==> config.mk <==
export PLATFORM = sky130hd
export DESIGN_NAME = inst_mem_arbiter
export DESIGN_NICKNAME = d
export VERILOG_FILES = /design/src/rtl/inst_mem_arbiter.sv
export SDC_FILE = /design/constraint.sdc
export NUM_CORES = 1
export LEC_CHECK = 0
export CORE_AREA = 3 3 147 149
export CTS_CLUSTER_DIAMETER = 200
export CTS_CLUSTER_SIZE = 10
export DETAILED_ROUTE_END_ITERATION = 7
export DIE_AREA = 0 0 150 152
export HOLD_SLACK_MARGIN = 0.06
export SLEW_MARGIN = 25
export SYNTH_ARGS = -nofsm -noshare
export SYNTH_HDL_FRONTEND = slang
export SYNTH_SLANG_ARGS = --single-unit
==> constraint.sdc <==
create_clock -name clk -period 2.45 [get_ports clk]
set_input_delay 0.245 -clock clk [delete_from_list [all_inputs] [get_ports clk]]
set_output_delay 0.245 -clock clk [all_outputs]
set_load 0.1 [all_outputs]
==> src/rtl/inst_mem_arbiter.sv <==
// ============================================================================
// Module      : inst_mem_arbiter
// Description : Owns the instruction-memory port. Packs loaded 32-bit
//               instructions into 64-bit words, then serves fetch and debug
//               reads. Optional debug port enabled by INST_ARB_DEBUG_EN.
// Revision    : 1.0 - initial release
// ============================================================================
`default_nettype none

module inst_mem_arbiter #(
    parameter int          ADDR_W   = 15,
    parameter logic [31:0] NOP_INST = 32'h0000_0000
) (
    input  logic              clk,
    input  logic              rstn,
    input  logic              ld_valid_i,
    input  logic [31:0]       ld_data_i,
    input  logic              ld_last_i,
    output logic              ld_ready_o,
    input  logic [31:0]       fetch_addr_i,
    input  logic              fetch_hold_i,
    output logic              fetch_stall_o,
    output logic [63:0]       fetch_data_o,
    output logic              cpu_start_o,
    output logic [ADDR_W:0]   words_loaded_o,
    output logic              load_ovf_o,
    input  logic              dbg_req_i,
    input  logic [ADDR_W-1:0] dbg_addr_i,
    output logic              dbg_gnt_o,
    output logic              dbg_rvalid_o,
    output logic [63:0]       dbg_rdata_o,
    output logic              mem_en_o,
    output logic              mem_we_o,
    output logic [ADDR_W-1:0] mem_addr_o,
    output logic [63:0]       mem_wdata_o,
    input  logic [63:0]       mem_rdata_i
);

    typedef enum logic [1:0] {
        ST_LOAD  = 2'd0,
        ST_START = 2'd1,
        ST_RUN   = 2'd2
    } state_e;

    localparam logic [ADDR_W:0] C_PTR_ONE = {{ADDR_W{1'b0}}, 1'b1};

    state_e            state_q, state_d;
    logic [31:0]       hi_q;
    logic              odd_q;
    logic [ADDR_W:0]   wr_ptr_q;
    logic              ovf_q;
    logic              replay_q;
    logic              dbg_rvalid_q;

    logic              w_accept;
    logic              w_wr_req;
    logic              w_full;
    logic              w_do_wr;
    logic              w_dbg_gnt;
    logic              w_unused;

    assign w_accept = rstn && (state_q == ST_LOAD) && ld_valid_i;
    assign w_wr_req = w_accept && (odd_q || ld_last_i);
    // wr_ptr saturates at 2^ADDR_W, so its top bit marks a full memory
    assign w_full   = wr_ptr_q[ADDR_W];
    assign w_do_wr  = w_wr_req && !w_full;

`ifdef INST_ARB_DEBUG_EN
    assign w_dbg_gnt    = rstn && dbg_req_i &&
                          (((state_q == ST_LOAD) && !w_do_wr) ||
                           ((state_q == ST_RUN) && fetch_hold_i && !replay_q));
    assign dbg_rvalid_o = dbg_rvalid_q;
    assign dbg_rdata_o  = mem_rdata_i;
    assign w_unused     = ^{fetch_addr_i[31:ADDR_W]};
`else
    assign w_dbg_gnt    = 1'b0;
    assign dbg_rvalid_o = 1'b0;
    assign dbg_rdata_o  = 64'd0;
    assign w_unused     = ^{fetch_addr_i[31:ADDR_W], dbg_req_i, dbg_rvalid_q};
`endif

    assign dbg_gnt_o      = w_dbg_gnt;
    assign fetch_data_o   = mem_rdata_i;
    assign words_loaded_o = wr_ptr_q;
    assign load_ovf_o     = ovf_q;

    always_ff @(posedge clk) begin
        if (!rstn) begin
            state_q <= ST_LOAD;
        end else begin
            state_q <= state_d;
        end
    end

    always_comb begin
        state_d       = state_q;
        ld_ready_o    = 1'b0;
        fetch_stall_o = 1'b1;
        cpu_start_o   = 1'b0;
        mem_en_o      = 1'b0;
        mem_we_o      = 1'b0;
        mem_addr_o    = fetch_addr_i[ADDR_W-1:0];
        mem_wdata_o   = odd_q ? {hi_q, ld_data_i} : {ld_data_i, NOP_INST};
        if (rstn) begin
            case (state_q)
                ST_LOAD: begin
                    ld_ready_o = 1'b1;
                    if (w_do_wr) begin
                        mem_en_o   = 1'b1;
                        mem_we_o   = 1'b1;
                        mem_addr_o = wr_ptr_q[ADDR_W-1:0];
                    end else if (w_dbg_gnt) begin
                        mem_en_o   = 1'b1;
                        mem_addr_o = dbg_addr_i;
                    end
                    if (w_accept && ld_last_i) begin
                        state_d = ST_START;
                    end
                end
                ST_START: begin
                    cpu_start_o = 1'b1;
                    mem_en_o    = 1'b1;
                    state_d     = ST_RUN;
                end
                ST_RUN: begin
                    mem_en_o = 1'b1;
                    // replay cycle lets fetch re-read its held address
                    fetch_stall_o = w_dbg_gnt || replay_q;
                    if (w_dbg_gnt) begin
                        mem_addr_o = dbg_addr_i;
                    end
                end
                default: begin
                    state_d = ST_LOAD;
                end
            endcase
        end
    end

    always_ff @(posedge clk) begin
        if (!rstn) begin
            hi_q         <= 32'd0;
            odd_q        <= 1'b0;
            wr_ptr_q     <= '0;
            ovf_q        <= 1'b0;
            replay_q     <= 1'b0;
            dbg_rvalid_q <= 1'b0;
        end else begin
            if (w_accept) begin
                if (odd_q || ld_last_i) begin
                    odd_q <= 1'b0;
                end else begin
                    hi_q  <= ld_data_i;
                    odd_q <= 1'b1;
                end
            end
            if (w_do_wr) begin
                wr_ptr_q <= wr_ptr_q + C_PTR_ONE;
            end
            if (w_wr_req && w_full) begin
                ovf_q <= 1'b1;
            end
            replay_q     <= w_dbg_gnt && (state_q == ST_RUN);
            dbg_rvalid_q <= w_dbg_gnt;
        end
    end

endmodule

`default_nettype wire

==> results of run 1 <==
through the flow:
step                power [W]  worst slack [ps]  hold slack [ps]  cell area [um^2]  cells
global placement      0.00369               302              439              5410    822
CTS                   0.00457              48.6              454              5570    830
global route          0.00469              41.9              471              5590    830
finish                0.00450               158              451              5590    830
floorplan             0.00356              20.7              381              4210    545
detailed placement    0.00370               286              443              5410    822
layout make-up:
cell class | count | area, um^2
flip-flops and latches | 52 | 1040
multi-input cells | 336 | 2040
clock inverters | 3 | 42.5
inverters | 4 | 17.5
well taps | 270 | 338
repair buffers | 160 | 1980
clock buffers | 5 | 125
fillers | 2169 | 14700
cells in the final DEF (no fill, tap or decap), drive strengths merged, types with 5 or more instances in the layout:
cell / synthesis / final
ha: 7 / 7
clkdlybuf4s50: 0 / 50
buf: 145 / 110
nand4: 5 / 5
conb: 1 / 66
clkbuf: 8 / 5
nand3: 5 / 5
o21ai: 7 / 7
or3: 6 / 6
nand2: 74 / 74
a21oi: 42 / 42
dfxtp: 52 / 52
nor2: 14 / 14
and2: 34 / 34
mux2: 47 / 47
per-layer routing:
metal	share of wire	vias to the layer above
met5	0	-
met4	0.039	0
met3	0.091	33
met2	0.50	146
met1	0.37	1434
li1	-	1539
worst max-delay path by stage:
| stage | endpoint | slack [ps] | cells after the start |
|---|---|---|---|
| 2_1_floorplan | mem_en_o | 20 | 5 |
| 3_3_place_gp | mem_addr_o[9] | 300 | 6 |
| 3_5_place_dp | mem_addr_o[12] | 290 | 6 |
| 4_1_cts | mem_addr_o[9] | 50 | 7 |
| 5_1_grt | mem_addr_o[9] | 40 | 7 |
| 6_report | mem_addr_o[9] | 160 | 7 |
registers in the layout (all words and copies together) (netlist names):
name,cells
hi_q,32
words_loaded_o,16
state_q,2
load_ovf_o,1
odd_q,1
worst reg2reg max path: stages (launching register included):
cell and delay [ps]:
dfxtp_1 360, inv_1 160, ha_4 190, nand2_1 130, or4_4 650, nand2_1 170
a21oi_1 80
report_power, final:
| part | total (W) | internal [W] | switching (W) | leakage [nW] |
|---|---|---|---|---|
| Sequential | 0.000927 | 0.000893 | 0.0000341 | 0.422 |
| Combinational | 0.00275 | 0.000731 | 0.00202 | 1.73 |
| Clock | 0.000826 | 0.000481 | 0.000344 | 0.0798 |
| Total | 0.00450 | 0.00211 | 0.00239 | 2.24 |
cells by family (layout without fill, tap and decap cells):
family                   count (synthesis)  count (layout)  share of synthesized area
AO/OA/AOI/OAI                           53              53                     0.0741
buffers and inverters                  157             172                      0.287
flip-flops                              52              52                      0.265
multiplexers                            50              50                      0.142
AND/OR/NAND/NOR                        154             154                      0.195
XOR/XNOR                                 6               6                     0.0134
other                                    1              66                   0.000953
adder cells (fa/ha/maj)                  7               7                     0.0223
==> impl_metrics.py, run 1 <==
metrics = {
    "outcome": {
        "status": "completed",
    },
    "placed_design": {
        "place.gp.congestion": 0.691,
        "dp_hpwl_mm": 8.33,
        "io_buffers": 151,
    },
    "floorplanning": {
        "die_h_um": 152,
        "core_area_mm2": 0.0203,
        "chipWidth_um": 150,
        "die_area_mm2": 0.0228,
        "rows": 52,
        "io_pins": 380,
        "start_util": 0.194,
    },
    "clock_tree": {
        "postCtsSetupBuffers": 0,
        "cts.path.max_buffers": 2,
        "cts_resized": 0,
        "root_buffer": "clkbuf_16",
        "clk_latency_ps": 300,
        "cts_made_buffers": 5,
        "hold_buffers": 0,
        "cts.sink_count": 52,
        "h-tree-depth": 2,
        "cts_tree": "built",
        "path_clk_slew_ps": 70,
    },
    "routing": {
        "wl_per_cell_um": 13.1,
        "vias": 3152,
        "drt-vias-per-instance": 3.80,
        "wirelength_mm": 10.8,
        "drt_iter0_drc": 76,
        "drtPass1Iterations": 4,
        "drc": 0,
        "postRouteAntennaNets": 0,
    },
    "worst_setup_path": {
        "r2r_slack_ps": 580,
        "rr_worst_depth": 6,
        "cp-start-kind": "register",
        "reg2reg_to": "hi_q[6]",
        "cp_num_buf_inv": 3,
        "max_stage_delay_ps": 380,
        "required_ps": 2200,
        "cp_slowest_cell": "mux2_1",
        "crit_chain": "inv_1 > ha_4 > o211ai_2 > nor2_4 > buf_6 > mux2_1 > buf_12",
        "crit-reg2reg-launch": "state_q[0]",
        "startpoint": "state_q[0]",
        "cp_max_fo": 12,
        "worstSetupEndpointType": "primary output",
        "arrival_ps": 2050,
        "critPathKind": "register to primary output",
        "cp_top_family": "buffers and inverters",
    },
    "sta": {
        "finalSetupTns_ps": 0,
        "max_freq_mhz": 436,
        "fin_skew_ps": 5.91,
        "min_period_over_period": 0.935,
        "timing.final.crit_period_ps": 2290,
        "finalMaxSlewViolations": 0,
        "finalSetupViolCount": 0,
        "hold_viol": 0,
        "rsz0062_at_grt": "false",
    },
    "global_routing": {
        "grt_use_total": 0.0917,
        "antenna_found_initial": 0,
        "grt_overflow": 0,
        "grt_use_met2": 0.162,
        "grt_busiest_layer": "met2",
        "grt_pass1_wl_mm": 16.6,
        "grt_max_degree": 41,
        "met3_usage": 0.0325,
        "grt_pass1_vias": 3011,
        "use_met1": 0.0973,
    },
    "layout": {
        "drive_gt1_frac": 0.304,
        "nets": 715,
        "fin_util": 0.275,
        "diodes": 0,
        "syn2layout_area_growth_pct": 42.0,
    },
    "logic_synthesis": {
        "syn_area_mm2": 0.00393,
        "synth.top_cell.area_share": 0.265,
        "synthFlopType": "dfxtp_1",
        "synthCells": 480,
        "ys_types": 38,
        "ys_warn_count": 0,
        "synthTopCellsByArea": "dfxtp_1 26%, buf_4 25%, mux2_2 12%",
        "synth.avg_cell_area_um2": 8.20,
        "synth.most_common_cell": "buf_4",
        "synth_seq_cells": 52,
        "ys_seq_area_frac": 0.265,
        "synth_edf_count": 0,
        "synthTopCellsByCount": "131 x buf_4, 74 x nand2_1, 52 x dfxtp_1",
        "async_flop_share": 0,
        "yosys.area.top_type": "dfxtp_1",
    },
    "run": {
        "drv_cap": 0,
    },
    "hold_path": {
        "holdPathEnd": "hi_q[15]",
        "min_from": "hi_q[15]",
        "whs_path_depth": 2,
        "worst_hold_path_type": "register to register",
    },
    "pwr": {
        "power_density_mw_per_mm2": 805,
        "ir_worst_vdd_mv": 0.363,
        "leakagePower_nw": 2.24,
    },
}
(Power assumes the default switching activity.)
==> run 2, diff against run 1 <==
- clock period: 2.45 -> 2.97 ns (I/O delays scaled with it)
==> run 2 against run 1 <==
Net effect: cell count shrank 0.12%; setup slack gained 180 ps; clock power grew 3.5%; first-iteration DRC count grew 24%; via count is essentially flat; clock skew grew 2.3 ps; core utilization shrank 2.0 points; global-route usage grew 0.068 points; final area shrank 7.4%; sequential share of layout area grew 1.5 points; register-to-register slack gained 400 ps; combinational power shrank 24%.
==> impl_metrics.py, run 2 (synthesized netlist as in run 1, its figures left out) <==
metrics = {
    "pwr": {
        "combPwrFrac": 0.563,
        "ir_worst_vdd_mv": 0.374,
        "leakagePower_nw": 2.14,
        "p_int_w": 0.00178,
        "power.switching_w": 0.00195,
        "power_frac_seq": 0.207,
        "clkPwrFrac": 0.229,
        "p_sw_frac": 0.523,
        "power_density_mw_per_mm2": 721,
    },
    "global_routing": {
        "grt_overflow": 0,
        "grt_use_total": 0.0924,
        "grt_pass1_vias": 2976,
        "grt_max_degree": 39,
        "grt_pass1_wl_mm": 16.7,
        "antenna_found_initial": 0,
    },
    "worst_setup_path": {
        "r2r_slack_ps": 980,
        "critPathCapture": "mem_addr_o[11]",
        "worstSetupEndpointType": "primary output",
        "reg2reg_to": "hi_q[7]",
        "rr_worst_depth": 6,
        "required_ps": 2670,
        "cp-start-kind": "register",
        "critPathKind": "register to primary output",
        "startpoint": "state_q[0]",
        "cp_max_fo": 18,
        "crit-reg2reg-launch": "state_q[0]",
        "arrival_ps": 2340,
    },
    "run": {
        "drv_cap": 0,
    },
    "layout": {
        "syn2layout_area_growth_pct": 31.5,
        "final_common_cell": "buf_4",
        "top_register": "hi_q",
        "diodes": 0,
        "instances_no_fill": 829,
        "final_cell_mix": "92 x buf_4, 74 x nand2_1, 66 x conb_1",
        "largest_reg_flops": 32,
        "drive_gt1_frac": 0.299,
        "nets": 714,
        "design_area_mm2": 0.00517,
    },
    "placed_design": {
        "dp_hpwl_mm": 8.01,
        "place.gp.congestion": 0.682,
        "io_buffers": 151,
        "dpl_cell_area_mm2": 0.00496,
        "dp_cells": 821,
    },
    "clock_tree": {
        "postCtsSetupBuffers": 0,
        "path_clk_slew_ps": 80,
        "h-tree-depth": 2,
        "cts_tree": "built",
        "root_buffer": "clkbuf_16",
        "cts_resized": 0,
        "hold_buffers": 0,
        "cts_made_buffers": 5,
        "clk_latency_ps": 300,
        "cts.sink_count": 52,
        "cts.path.max_buffers": 2,
    },
    "floorplanning": {
        "die_h_um": 152,
        "core_area_mm2": 0.0203,
        "die_area_mm2": 0.0228,
        "start_util": 0.194,
        "rows": 52,
        "io_pins": 380,
        "chipWidth_um": 150,
    },
    "routing": {
        "vias": 3150,
        "postRouteAntennaNets": 0,
        "wl_per_cell_um": 13.1,
        "drt-vias-per-instance": 3.80,
        "drt_iter0_drc": 94,
        "drtPass1Iterations": 4,
        "wirelength_mm": 10.9,
        "drc": 0,
    },
    "outcome": {
        "status": "completed",
    },
    "sta": {
        "rsz0062_at_grt": "false",
        "finalSetupTns_ps": 0,
        "max_freq_mhz": 380,
        "slew_headroom": 0.651,
        "fin_skew_ps": 8.21,
        "whs_ps": 451,
        "finalMaxSlewViolations": 0,
        "finalSetupViolCount": 0,
        "min_period_over_period": 0.887,
        "tightest_slew_ps": 522,
        "timing.final.crit_period_ps": 2630,
        "hold_viol": 0,
    },
    "hold_path": {
        "worst_hold_path_type": "register to register",
    },
}
==> run 2: changes by cell type in the layout (fill, tap and decap cells not counted) <==
cell,before,now
ha_4,1,0
clkinv_2,1,0
buf_4,57,92
bufinv_16,1,3
ha_1,6,7
clkinvlp_4,1,0
buf_12,52,17
dfxtp_1,50,51
dfxtp_2,2,1
buf_6,1,0
==> run 2: metal layers <==
layer | wire, um | global-route usage | vias to the layer above
li1 | - | - | 1545
met1 | 4410 | 0.109 | 1426
met2 | 4960 | 0.147 | 133
met3 | 933 | 0.0301 | 46
met4 | 570 | 0.0514 | 0
met5 | 0 | 0 | -
==> run 2: per-stage QoR <==
step | total power [W] | utilization | setup slack [ps]
finish | 0.00373 | 0.255 | 337
global route | 0.00389 | 0.255 | 129
CTS | 0.00380 | 0.255 | 287
detailed placement | 0.00290 | 0.244 | 424
global placement | 0.00290 | 0.244 | 416
floorplan | 0.00293 | - | 165
==> run 2: how the worst min path moves through the flow <==
stage                        start  endpoint  slack (ps)  cells after the start
after detailed placement  hi_q[13]  hi_q[13]         440                      2
after CTS                 hi_q[13]  hi_q[13]         460                      2
after global routing       hi_q[3]   hi_q[3]         470                      2
after global placement     hi_q[1]   hi_q[1]         440                      2
after floorplan            hi_q[0]   hi_q[0]         430                      2
final                      hi_q[6]   hi_q[6]         450                      2
==> run 2: layout make-up <==
cell class,count,area (um^2)
tap,270,338
sequential,52,1040
clock buffer,5,125
fill,2206,15100
multi-input combinational,336,2030
clock inverter,3,90.1
timing repair buffer,159,1530
inverter,4,17.5
==> run 2: power groups by stage <==
stage	clock network, W	logic [W]	registers [W]
after global routing	0.000927	0.00218	0.000780
after CTS	0.000908	0.00211	0.000774
after detailed placement	0	0.00211	0.000790
after global placement	0	0.00211	0.000788
after floorplan	0	0.00214	0.000789
final	0.000855	0.00210	0.000772
==> run 2: critical path, cell delays in order (launching register included) <==
cell      delay [ps]
dfxtp_1          370
inv_1            120
ha_1             270
o211ai_2         190
nor2_4           470
mux2_1           420
buf_12           180
